==> config.mk <==
export PLATFORM = sky130hd
export DESIGN_NAME = zx_kbd_matrix
export DESIGN_NICKNAME = d
export VERILOG_FILES = /design/src/rtl/zx_kbd_matrix.sv
export SDC_FILE = /design/constraint.sdc
export NUM_CORES = 1
export LEC_CHECK = 0
export BUFFER_PORTS_ARGS = -buffer_cell sky130_fd_sc_hd__clkbuf_2
export CORE_MARGIN = 10
export CORE_UTILIZATION = 60
export CTS_CLUSTER_SIZE = 8
export DETAILED_ROUTE_END_ITERATION = 12
export HOLD_SLACK_MARGIN = 0.08
export PLACE_DENSITY = 0.76
export SLEW_MARGIN = 0
export SYNTH_ARGS = -nofsm -noshare
export SYNTH_HDL_FRONTEND = slang
export SYNTH_SLANG_ARGS = --single-unit
==> constraint.sdc <==
create_clock -name clk -period 6.96 [get_ports clk]
set_clock_uncertainty 0.1 [all_clocks]
set_input_delay 0.696 -clock clk [delete_from_list [all_inputs] [get_ports clk]]
set_output_delay 0.696 -clock clk [all_outputs]
set_load 0.02 [all_outputs]
==> src/rtl/zx_kbd_matrix.sv <==
// zx_kbd_matrix
//   PS/2 set-2 scancode stream to ZX Spectrum 8x5 keyboard matrix.
//   Every mapped PC key has its own pressed flag, so keys that share a
//   matrix position (Symbol Shift, Caps Shift) are released only when no
//   PC key driving that position is still held.
// Ports:
//   clk          system clock (same domain as the PS/2 receiver)
//   reset        asynchronous active-high reset
//   ps2_data     received scancode byte
//   ps2_data_en  one-cycle byte strobe
//   row_sel      Z80 A15..A8, bit r low selects matrix row r
//   keys_out     column bits D4..D0, active low
//   any_key      registered, high while any mapped key is held
module zx_kbd_matrix #(
  parameter int unsigned TIMEOUT = 1_000_000
) (
  input  logic       clk,
  input  logic       reset,
  input  logic [7:0] ps2_data,
  input  logic       ps2_data_en,
  input  logic [7:0] row_sel,
  output logic [4:0] keys_out,
  output logic       any_key
);

  localparam int CW    = $clog2(TIMEOUT) + 1;
  localparam int NKEYS = 52;
  localparam logic [CW-1:0] TO_LAST = CW'(TIMEOUT - 1);

  typedef enum logic [2:0] {S_IDLE, S_BRK, S_EXT, S_EXT_BRK, S_PAUSE} state_t;

  // Returns {valid, flag index}. Indices 0..39 are single matrix positions
  // (row*5 + bit); 40..51 are PC keys that press two matrix positions.
  function automatic logic [6:0] decode(input logic ext, input logic [7:0] code);
    logic [6:0] r;
    r = '0;
    if (ext) begin
      case (code)
        8'h6B: r = {1'b1, 6'd48};
        8'h74: r = {1'b1, 6'd49};
        8'h75: r = {1'b1, 6'd50};
        8'h72: r = {1'b1, 6'd51};
        default: r = '0;
      endcase
    end else begin
      case (code)
        8'h12: r = {1'b1, 6'd0};  8'h1A: r = {1'b1, 6'd1};  8'h22: r = {1'b1, 6'd2};
        8'h21: r = {1'b1, 6'd3};  8'h2A: r = {1'b1, 6'd4};  8'h1C: r = {1'b1, 6'd5};
        8'h1B: r = {1'b1, 6'd6};  8'h23: r = {1'b1, 6'd7};  8'h2B: r = {1'b1, 6'd8};
        8'h34: r = {1'b1, 6'd9};  8'h15: r = {1'b1, 6'd10}; 8'h1D: r = {1'b1, 6'd11};
        8'h24: r = {1'b1, 6'd12}; 8'h2D: r = {1'b1, 6'd13}; 8'h2C: r = {1'b1, 6'd14};
        8'h16: r = {1'b1, 6'd15}; 8'h1E: r = {1'b1, 6'd16}; 8'h26: r = {1'b1, 6'd17};
        8'h25: r = {1'b1, 6'd18}; 8'h2E: r = {1'b1, 6'd19}; 8'h45: r = {1'b1, 6'd20};
        8'h46: r = {1'b1, 6'd21}; 8'h3E: r = {1'b1, 6'd22}; 8'h3D: r = {1'b1, 6'd23};
        8'h36: r = {1'b1, 6'd24}; 8'h4D: r = {1'b1, 6'd25}; 8'h44: r = {1'b1, 6'd26};
        8'h43: r = {1'b1, 6'd27}; 8'h3C: r = {1'b1, 6'd28}; 8'h35: r = {1'b1, 6'd29};
        8'h5A: r = {1'b1, 6'd30}; 8'h4B: r = {1'b1, 6'd31}; 8'h42: r = {1'b1, 6'd32};
        8'h3B: r = {1'b1, 6'd33}; 8'h33: r = {1'b1, 6'd34}; 8'h29: r = {1'b1, 6'd35};
        8'h59: r = {1'b1, 6'd36}; 8'h3A: r = {1'b1, 6'd37}; 8'h31: r = {1'b1, 6'd38};
        8'h32: r = {1'b1, 6'd39}; 8'h66: r = {1'b1, 6'd40}; 8'h41: r = {1'b1, 6'd41};
        8'h49: r = {1'b1, 6'd42}; 8'h4A: r = {1'b1, 6'd43}; 8'h4C: r = {1'b1, 6'd44};
        8'h52: r = {1'b1, 6'd45}; 8'h4E: r = {1'b1, 6'd46}; 8'h55: r = {1'b1, 6'd47};
        default: r = '0;
      endcase
    end
    return r;
  endfunction

  // Matrix positions pressed by a flag: {pos_a, pos_b}. CS = 0, SS = 36.
  function automatic logic [11:0] key_pos(input logic [5:0] idx);
    logic [11:0] p;
    case (idx)
      6'd40:   p = {6'd0,  6'd20};  // Backspace: CS+0
      6'd41:   p = {6'd36, 6'd38};  // ,  SS+N
      6'd42:   p = {6'd36, 6'd37};  // .  SS+M
      6'd43:   p = {6'd36, 6'd4};   // /  SS+V
      6'd44:   p = {6'd36, 6'd26};  // ;  SS+O
      6'd45:   p = {6'd36, 6'd25};  // '  SS+P
      6'd46:   p = {6'd36, 6'd33};  // -  SS+J
      6'd47:   p = {6'd36, 6'd31};  // =  SS+L
      6'd48:   p = {6'd0,  6'd19};  // left:  CS+5
      6'd49:   p = {6'd0,  6'd22};  // right: CS+8
      6'd50:   p = {6'd0,  6'd23};  // up:    CS+7
      6'd51:   p = {6'd0,  6'd24};  // down:  CS+6
      default: p = {idx, idx};
    endcase
    return p;
  endfunction

  state_t           state_q, state_d;
  logic [2:0]       skip_q, skip_d;
  logic [CW-1:0]    cnt_q, cnt_d;
  logic [NKEYS-1:0] flags_q, flags_d;
  logic [39:0]      mat_q, mat_d;
  logic             any_key_q, any_key_d;
  logic [7:0]       data_q, data_d;
  logic             strb_q, strb_d;
  logic [6:0]       dec;
  logic             fin, fin_brk;

  assign data_d = ps2_data;
  assign strb_d = ps2_data_en;
  assign dec    = decode(state_q == S_EXT || state_q == S_EXT_BRK, data_q);

  always_comb begin
    state_d = state_q;
    skip_d  = skip_q;
    cnt_d   = cnt_q;
    flags_d = flags_q;
    fin     = 1'b0;
    fin_brk = 1'b0;
    if (strb_q) begin
      cnt_d = '0;
      if (state_q != S_PAUSE &&
          (data_q == 8'hAA || data_q == 8'hFC || data_q == 8'h00 || data_q == 8'hFF)) begin
        flags_d = '0;
        state_d = S_IDLE;
      end else begin
        case (state_q)
          S_IDLE: begin
            if (data_q == 8'hF0)      state_d = S_BRK;
            else if (data_q == 8'hE0) state_d = S_EXT;
            else if (data_q == 8'hE1) begin
              state_d = S_PAUSE;
              skip_d  = 3'd7;
            end else fin = 1'b1;
          end
          S_BRK: begin
            fin     = 1'b1;
            fin_brk = 1'b1;
          end
          S_EXT: begin
            if (data_q == 8'hF0) state_d = S_EXT_BRK;
            else fin = 1'b1;
          end
          S_EXT_BRK: begin
            fin     = 1'b1;
            fin_brk = 1'b1;
          end
          S_PAUSE: begin
            skip_d = skip_q - 3'd1;
            if (skip_q == 3'd1) state_d = S_IDLE;
          end
          default: state_d = S_IDLE;
        endcase
      end
      if (fin) begin
        if (dec[6]) flags_d[dec[5:0]] = !fin_brk;
        state_d = S_IDLE;
      end
    end else if (state_q != S_IDLE) begin
      // Abandon a stale prefix; counter stays saturated until the next byte.
      if (cnt_q == TO_LAST) state_d = S_IDLE;
      else cnt_d = cnt_q + 1'b1;
    end
  end

  always_comb begin
    logic [11:0] p;
    p     = '0;
    mat_d = '1;
    for (int i = 0; i < NKEYS; i++) begin
      if (flags_q[i]) begin
        p = key_pos(i[5:0]);
        mat_d[p[11:6]] = 1'b0;
        mat_d[p[5:0]]  = 1'b0;
      end
    end
  end

  assign any_key_d = |flags_q;

  always_comb begin
    keys_out = '1;
    for (int r = 0; r < 8; r++) begin
      if (!row_sel[r]) keys_out = keys_out & mat_q[r*5 +: 5];
    end
  end

  assign any_key = any_key_q;

  always_ff @(posedge clk or posedge reset) begin
    if (reset) begin
      state_q   <= S_IDLE;
      skip_q    <= '0;
      cnt_q     <= '0;
      flags_q   <= '0;
      mat_q     <= '1;
      any_key_q <= 1'b0;
      data_q    <= '0;
      strb_q    <= 1'b0;
    end else begin
      state_q   <= state_d;
      skip_q    <= skip_d;
      cnt_q     <= cnt_d;
      flags_q   <= flags_d;
      mat_q     <= mat_d;
      any_key_q <= any_key_d;
      data_q    <= data_d;
      strb_q    <= strb_d;
    end
  end

endmodule

==> qor.yml, run 1 <==
status:
  outcome: "complete, no violations"
power_and_ir_drop:
  finalPower_mw: 1.881
  p_leak_nw: 3.286
  power_density_nw_per_um2: 227.6
  max-vdd-ir-drop_mv: 0.1292
clock_tree:
  ctsResizeCount: 0
  cts_hold_buffers: 0
  cts_buffers: 17
  cts-root-buf: "clkbuf_16"
  cts_setup_buffers: 0
  insertion_delay_ns: 0.43
  htreeDepth: 4
  cts_buffer_depth: 2
  cts_sinks: 129
  cts_tree: "built"
  clkTransAtPathRegs_ns: 0.06
placed_design:
  io_buffers: 24
  pre_cts_ws_ns: 3.088
  hpwl_um: 15180
  place_congestion: 0.9296
sta:
  fin_crit_sh: 0.5722
  slew_headroom: 0.2303
  hold_viol: 0
  rsz0062_at_grt: "false"
  fin_ws_ns: 2.978
  setup_violations: 0
  clock.fmax_ghz: 0.2511
  worstMarginPinSlew_ns: 1.150
  maxSlewViolCount: 0
  setup_tns_ns: 0
  min_period_ns: 3.982
synthesis:
  synth_top_family_by_area: "compound AO/OA/AOI/OAI gates"
  ys_seq_area_frac: 0.4323
  synth_area_um2: 7584
  synth_xor_area_frac: 0.01732
  ys_warn_count: 0
  postSynth.asyncResetShare: 1.000
  avgSynthCellArea_um2: 9.785
  synth_ff_type: "dfrtp_1"
  synth_cell_types: 93
  yosys.area_share.simple: 0.2222
  synthMuxAreaShare: 0.01699
  synthAdderAreaFrac: 0.01485
  synth_compound_area_frac: 0.2349
  synth_edf_count: 0
  synth_seq_cells: 129
  synthesis.nets: 803
  syn_inst: 775
die:
  core_um2: 12520
  fp.dieW_um: 132.4
  initial_core_util: 0.6059
  rows: 41
  die_y_um: 132.4
  dieArea_um2: 17540
  pin_count: 25
critical_path:
  crit_buf_inv: 1
  cp_slowest_cell: "nor2_1"
  critPathRequiredTime_ns: 7.17
  path_cells: "inv_1 > ha_1 > nand2_1 > a21o_1 > a311oi_2 > o32ai_4 > nor2_1 > a41oi_1 > a211o_1"
  cp_max_fo: 16
  cpLargestDelayFamily: "compound AO/OA/AOI/OAI gates"
  crit_path_start_kind: "flop"
  critPathKind: "reg2reg"
  endpoint_kind: "flop"
  arrival_ns: 4.19
  critPathMaxStageDelay_ns: 0.93
grt:
  antenna_found_initial: 0
  grt_max_degree: 77
  grt_pass1_wl_um: 35420
  gr-total-overflow: 0
  grt_pass1_vias: 6513
  grt_use_total: 0.2477
drt:
  drc_errors: 0
  dr_total_vias: 6692
  drtIter0Drc: 790
  postRouteAntennaNets: 0
  vias_per_cell: 6.971
  wl_um: 21830
  drtPass1Iterations: 5
  wl_per_cell_um: 22.74
cells_and_area:
  area_growth_pct: 8.975
  finish.net_count: 804
  final_util: 0.6602
  final_common_cell: "dfrtp_1"
  final_cell_mix: "89 x dfrtp_1, 70 x nand2_1, 63 x nor2_1"
  layout-drive-gt1-share: 0.1929
  num_antenna_cells: 0
worst_hold_path:
  holdCritPathClass: "in2async"
flow_run:
  max-cap-violations: 0
-- Yosys cell counts (8+ instances only) --
cell      number  area, µm²
buf_2         12      60.06
o21ai_0       23      115.1
nand2b_1      11      68.82
nand2_1       70      262.8
dfrtp_1       89       2227
dfstp_2       40       1051
buf_6          9      101.4
clkbuf_1      22      82.58
a311oi_1      10      87.58
xor2_1         9      78.83
ha_1           9      112.6
or3_1          8      50.05
a32oi_1        8      70.07
nor2_1        63      236.5
nor2b_1       14      87.58
nand3_1       28      140.1
a21oi_1       19      95.09
nor3_1        11      55.05
a221o_1        9      90.09
a211o_1       15      131.4
o211ai_1      15      112.6
nor4_1        17      106.4
nand4_1       18      112.6
and3_1         8      50.05
a31oi_1       14      87.58
o22ai_1       21      131.4
inv_1         45      168.9
-- cell type report --
type                            count  area [µm²]
Fill cell                        1007        4253
Timing Repair Buffer               32       180.2
Sequential cell                   129        3278
Clock inverter                     13       136.4
Tap cell                          172       215.2
Clock buffer                       18       439.2
Multi-Input combinational cell    551        3844
Inverter                           45       171.4
-- routing by layer --
metal / GRT usage / part of all wire / vias to the layer above
li1: - / - / 2933
met1: 0.3079 / 0.40 / 3286
met2: 0.3966 / 0.48 / 380
met3: 0.04731 / 0.069 / 93
met4: 0.1400 / 0.053 / 0
met5: 0 / 0 / -
-- sequential cells by signal (all words and copies together) (netlist names) --
register,cells
state_q,3
skip_q,3
flags_q,52
strb_q,1
cnt_q,21
any_key,1
mat_q,40
data_q,8
-- through the flow --
step	std cells	hold WS [ns]	instance area (µm²)
after floorplan	775	0.2743	7584
after global placement	929	0.3013	7689
after detailed placement	929	0.3103	7689
after CTS	960	0.2650	8264
after global routing	960	0.2665	8264
final	960	0.2654	8264
-- cells by family (layout without fill, tap and decap cells) --
family	Yosys count	count (layout)
compound gates	215	215
xor+xnor	15	15
fa+ha+maj	9	9
buf+inv	95	108
flops	129	129
mux	9	9
simple gates	303	303
-- where the power goes --
| group | total [mW] | switching (mW) | internal (mW) |
|---|---|---|---|
| combinational | 0.209 | 0.144 | 0.0644 |
| sequential | 0.794 | 0.0197 | 0.775 |
| clock | 0.878 | 0.345 | 0.533 |
| total | 1.88 | 0.509 | 1.37 |
-- path summary, 6_finish.rpt --
kind                                          from  slack [ns]  depth (start not counted)                      end
setup / recovery               data_q[1]$_DFF_PP0_        2.98                          9   flags_q[5]$_DFFE_PP0P_
hold / removal                               reset        0.27                          2  flags_q[47]$_DFFE_PP0P_
setup reg to reg               data_q[1]$_DFF_PP0_        2.98                          9   flags_q[5]$_DFFE_PP0P_
hold reg to reg            flags_q[39]$_DFFE_PP0P_        0.32                          1      mat_q[39]$_DFF_PP1_
max in group asynchronous                    reset        5.09                          3   flags_q[0]$_DFFE_PP0P_
min in group clk                       ps2_data[7]        0.27                          1      data_q[7]$_DFF_PP0_
Note: power is estimated with default switching activity, not from simulation.
==> inputs of run 2 (changes only) <==
--- a/config.mk
+++ b/config.mk
@@ -7,7 +7,7 @@
 export LEC_CHECK = 0
 export BUFFER_PORTS_ARGS = -buffer_cell sky130_fd_sc_hd__clkbuf_2
 export CORE_MARGIN = 10
-export CORE_UTILIZATION = 60
+export CORE_UTILIZATION = 57
 export CTS_CLUSTER_SIZE = 8
 export DETAILED_ROUTE_END_ITERATION = 12
 export HOLD_SLACK_MARGIN = 0.08
==> constraint.sdc (replaced) <==
create_clock -name clk -period 3.6 [get_ports clk]
set_clock_uncertainty 0.1 [all_clocks]
set_input_delay 0.36 -clock clk [delete_from_list [all_inputs] [get_ports clk]]
set_output_delay 0.36 -clock clk [all_outputs]
set_load 0.02 [all_outputs]
==> qor.yml, run 2 (synthesis gave the netlist of run 1 again) <==
status:
  outcome: "complete, no violations"
power_and_ir_drop:
  p_leak_nw: 3.563
  max-vdd-ir-drop_mv: 0.2730
  power_density_nw_per_um2: 439.6
critical_path:
  reg2reg_depth: 9
  cpLargestDelayFamily: "simple AND/OR/NAND/NOR gates"
  critPathMaxStageDelay_ns: 0.84
  endpoint_kind: "flop"
  crit_buf_inv: 2
  path_cells: "buf_4 > mux2i_1 > nand3b_1 > nand4_1 > o31a_1 > buf_4 > nor4_4 > a32oi_1 > nand2_1"
  cp.depth: 9
  cp_max_fo: 19
  arrival_ns: 3.60
  cp_slowest_cell: "dfrtp_1"
  critPathKind: "reg2reg"
  critPathRequiredTime_ns: 3.87
  crit_path_start_kind: "flop"
  crit_top_cell: "buf_4"
sta:
  min_period_ns: 3.330
  maxSlewViolCount: 0
  slew_headroom: 0.4780
  setup_violations: 0
  hold_viol: 0
  setup_tns_ns: 0
  clock.fmax_ghz: 0.3003
  fin_crit_sh: 0.9249
  worstMarginPinSlew_ns: 0.7763
  rsz0062_at_grt: "false"
grt:
  grt_pass1_wl_um: 37120
  grt_use_total: 0.2579
  antenna_found_initial: 0
  grt_max_degree: 67
  grt_pass1_vias: 6770
  gr-total-overflow: 0
drt:
  drc_errors: 0
  top_layer: "met4"
  drtPass1Iterations: 5
  wl_per_cell_um: 22.89
  wl_um: 23230
  dr_total_vias: 6899
  met1_length_um: 9010
  postRouteAntennaNets: 0
  vias_per_cell: 6.797
  drtIter0Drc: 978
  wl_met2_um: 11130
  route.met3.wl_um: 1858
cells_and_area:
  layout-drive-gt1-share: 0.2288
  seq_area_um2: 3278
  top_regs: "flags_q (52), mat_q (40), cnt_q (21)"
  final_common_cell: "dfrtp_1"
  fin_cells: 1015
  area_growth_pct: 15.39
  fillers: 1018
  multi_input_area_um2: 3850
  largest_reg_flops: 52
  finish.net_count: 854
  regMostFlops: "flags_q"
  final_cell_mix: "89 x dfrtp_1, 70 x nand2_1, 63 x nor2_1"
  num_antenna_cells: 0
clock_tree:
  htreeDepth: 4
  cts-root-buf: "clkbuf_16"
  cts_buffers: 17
  cts_sinks: 129
  cts_buffer_depth: 2
  insertion_delay_ns: 0.43
  cts_tree: "built"
  clkTransAtPathRegs_ns: 0.06
  cts_setup_buffers: 0
die:
  pin_count: 25
  die_y_um: 135.3
  rows: 42
  core_um2: 13140
  initial_core_util: 0.5772
  dieArea_um2: 18320
  fp.dieW_um: 135.3
placed_design:
  dp.cells: 973
  hpwl_um: 16790
  io_buffers: 24
  place_congestion: 0.9795
flow_run:
  max-cap-violations: 0
worst_hold_path:
  whs_path_depth: 1
  holdCritPathClass: "reg2reg"
==> run 2: cell types whose count changed in the layout (fill, tap and decap cells not counted) <==
cell           change
dlygate4sd3_1     +10
buf_12             +1
clkbuf_8           +1
inv_6              -1
bufinv_16          +2
clkbuf_1           +1
buf_4             +39
clkinv_4           +2
clkinvlp_4         -1
nor3_2             -1
clkinv_2           -2
inv_4              -1
nor3_4             +1
==> run 2: final timing paths <==
path                                         startpoint                       to  slack, ns
worst min-delay path            flags_q[17]$_DFFE_PP0P_      mat_q[17]$_DFF_PP1_       0.32
worst max-delay path                data_q[2]$_DFF_PP0_   flags_q[8]$_DFFE_PP0P_       0.27
max in group asynchronous                         reset   state_q[0]$_DFFE_PP0P_       2.02
min in group asynchronous                         reset  flags_q[20]$_DFFE_PP0P_       0.48
worst min register to register  flags_q[17]$_DFFE_PP0P_      mat_q[17]$_DFF_PP1_       0.32
worst max register to register      data_q[2]$_DFF_PP0_   flags_q[8]$_DFFE_PP0P_       0.27
==> run 2: power breakdown <==
group          internal (mW)  total [mW]  switching [mW]
Clock                   1.20        1.86           0.661
Combinational          0.158       0.445           0.286
Sequential              1.50        1.54          0.0471
Total                   2.85        3.85           0.994
==> run 2: through the flow <==
| stage | setup WS, ns | instance area [µm²] | util | power, mW | hold slack, ns |
|---|---|---|---|---|---|
| floorplan | 0.4792 | 7587 | - | 1.853 | 0.2743 |
| global placement | 0.2922 | 8008 | 0.6095 | 1.982 | 0.2983 |
| detailed placement | 0.3339 | 8008 | 0.6095 | 1.992 | 0.3101 |
| CTS | 0.2830 | 8745 | 0.6656 | 3.846 | 0.3156 |
| global route | 0.09719 | 8751 | 0.6661 | 3.967 | 0.3335 |
| finish | 0.2705 | 8751 | 0.6661 | 3.847 | 0.3226 |
==> run 2: cell type report <==
class,count,share of cell area
multi-input cells,551,0.4399
flip-flops and latches,129,0.3746
repair buffers,82,0.06777
clock buffers,20,0.05219
well taps,176,0.02516
clock inverters,12,0.02059
inverters,45,0.01973
==> run 2: timing repair <==
action                     in CTS  in global routing
hold buffers                   10                  0
setup endpoints to repair       0                  4
hold endpoints to repair       37                  0
gates resized for setup         0                  1
==> run 2: metal layers <==
layer | global-route usage | vias to the layer above
met3 | 0.05786 | 95
li1 | - | 3032
met5 | 0 | -
met4 | 0.1483 | 0
met1 | 0.3098 | 3349
met2 | 0.4181 | 423
==> run 2: worst register-to-register path: stages (launching register included) <==
cell,delay [ns]
dfrtp_1,0.84
buf_4,0.25
mux2i_1,0.34
nand3b_1,0.23
nand4_1,0.20
o31a_1,0.27
buf_4,0.20
nor4_4,0.55
a32oi_1,0.19
nand2_1,0.10
==> inputs of run 3 (changes only) <==
--- a/config.mk
+++ b/config.mk
@@ -11,6 +11,7 @@
 export CTS_CLUSTER_SIZE = 8
 export DETAILED_ROUTE_END_ITERATION = 12
 export HOLD_SLACK_MARGIN = 0.08
+export MAX_ROUTING_LAYER = met4
 export PLACE_DENSITY = 0.76
 export SLEW_MARGIN = 0
 export SYNTH_ARGS = -nofsm -noshare
==> qor.yml, run 3 (synthesis gave the netlist of run 1 again) <==
die:
  dieArea_um2: 18320
  fp.dieW_um: 135.3
  die_y_um: 135.3
  rows: 42
  core_um2: 13140
  pin_count: 25
  initial_core_util: 0.5772
critical_path:
  endpoint_kind: "flop"
  cp_max_fo: 11
  critPathKind: "reg2reg"
  critPathRequiredTime_ns: 3.80
  crit_path_start_kind: "flop"
  arrival_ns: 3.65
  r2r_start: "data_q[0]$_DFF_PP0_"
  crit_buf_inv: 2
  path_cells: "inv_1 > ha_1 > a21boi_0 > o221ai_1 > o21ai_0 > o21a_2 > a2111oi_4 > buf_4 > nand3_1 > a32o_1"
  reg2reg_depth: 10
  reg2reg_slack_ns: 0.15
  cp_slowest_cell: "dfrtp_1"
  critPathMaxStageDelay_ns: 0.53
  cpLargestDelayFamily: "compound AO/OA/AOI/OAI gates"
  timing.rr.end: "flags_q[27]$_DFFE_PP0P_"
cells_and_area:
  regMostFlops: "flags_q"
  finish.net_count: 850
  largest_reg_flops: 52
  final_common_cell: "dfrtp_1"
  final_cell_mix: "89 x dfrtp_1, 70 x nand2_1, 63 x nor2_1"
  area_growth_pct: 13.58
  top_regs: "flags_q (52), mat_q (40), cnt_q (21)"
  fillers: 1033
  final_util: 0.6556
  layout-drive-gt1-share: 0.2251
  num_antenna_cells: 0
sta:
  hold_viol: 0
  fin_crit_sh: 0.9573
  setup_violations: 0
  hold_slack_ns: 0.3356
  setup_tns_ns: 0
  min_period_ns: 3.446
  worstMarginPinSlew_ns: 0.7862
  maxSlewViolCount: 0
  clock.fmax_ghz: 0.2902
  slew_headroom: 0.4759
placed_design:
  place_congestion: 0.9849
  hpwl_um: 16590
  io_buffers: 24
clock_tree:
  insertion_delay_ns: 0.42
  cts_buffer_depth: 2
  cts-root-buf: "clkbuf_16"
  cts_tree: "built"
  htreeDepth: 4
  clkTransAtPathRegs_ns: 0.06
  cts_sinks: 129
  cts_buffers: 17
power_and_ir_drop:
  power_density_nw_per_um2: 408.0
  finalPower_mw: 3.514
  p_leak_nw: 3.488
  max-vdd-ir-drop_mv: 0.3240
drt:
  drtIter0Drc: 771
  wl_met2_um: 11100
  vias_per_cell: 6.763
  drc_errors: 0
  postRouteAntennaNets: 0
  drtPass1Iterations: 5
  dr_total_vias: 6837
  wl_um: 22970
  met1_length_um: 9050
  wl_per_cell_um: 22.72
  route.met3.wl_um: 1784
  top_layer: "met4"
grt:
  grt_pass1_wl_um: 36480
  antenna_found_initial: 0
  grt_max_degree: 69
  grt_use_total: 0.2616
  gr-total-overflow: 0
  grt_pass1_vias: 6617
worst_hold_path:
  hold_path_end: "mat_q[29]$_DFF_PP1_"
  whs_path_depth: 1
  holdCritStartpoint: "flags_q[29]$_DFFE_PP0P_"
  holdCritPathClass: "reg2reg"
status:
  outcome: "complete, no violations"
flow_run:
  max-cap-violations: 0
==> run 3: how the worst max path moves through the flow <==
stage               slack [ns]                 endpoint                 from  cells after the start
finish                    0.15  flags_q[27]$_DFFE_PP0P_  data_q[0]$_DFF_PP0_                     10
global route            -0.003  flags_q[27]$_DFFE_PP0P_  data_q[0]$_DFF_PP0_                     10
global placement          0.28   flags_q[1]$_DFFE_PP0P_  data_q[0]$_DFF_PP0_                     10
floorplan                 0.48   flags_q[4]$_DFFE_PP0P_  data_q[1]$_DFF_PP0_                     11
detailed placement        0.19  flags_q[27]$_DFFE_PP0P_  data_q[0]$_DFF_PP0_                     10
CTS                       0.15  flags_q[25]$_DFFE_PP0P_  data_q[0]$_DFF_PP0_                      9
==> run 3: metal layers <==
metal | up-vias | track usage
met5 | - | -
met4 | 0 | 0.1274
met3 | 85 | 0.05490
met2 | 404 | 0.4189
met1 | 3313 | 0.3082
li1 | 3035 | -
==> run 3: cell type report <==
cell class	count	area (µm²)	area share
Multi-Input combinational cell	551	3846	0.4465
Sequential cell	129	3278	0.3806
Timing Repair Buffer	78	563.0	0.06537
Clock buffer	20	446.7	0.05186
Tap cell	176	220.2	0.02557
Inverter	45	172.7	0.02005
Clock inverter	12	86.33	0.01002
==> run 3: through the flow <==
step,cells,setup slack [ns],cell area (µm²)
after global placement,969,0.2788,7978
final,1011,0.1536,8613
after CTS,1011,0.1497,8611
after floorplan,775,0.4792,7587
after detailed placement,969,0.1857,7978
after global routing,1011,-0.003038,8613
==> run 3: where the power goes <==
part / internal [mW] / switching, mW / leakage [nW]
combinational: 0.154 / 0.283 / 1.81
sequential: 1.50 / 0.0457 / 1.42
clock: 0.896 / 0.638 / 0.256
total: 2.55 / 0.966 / 3.49
==> run 3: repair_timing <==
| action | CTS | global route |
|---|---|---|
| hold endpoints to repair | 30 | 0 |
| gates resized for setup | 0 | 1 |
| setup buffers | 0 | 0 |
| setup endpoints to repair | 0 | 19 |
| hold buffers | 10 | 0 |
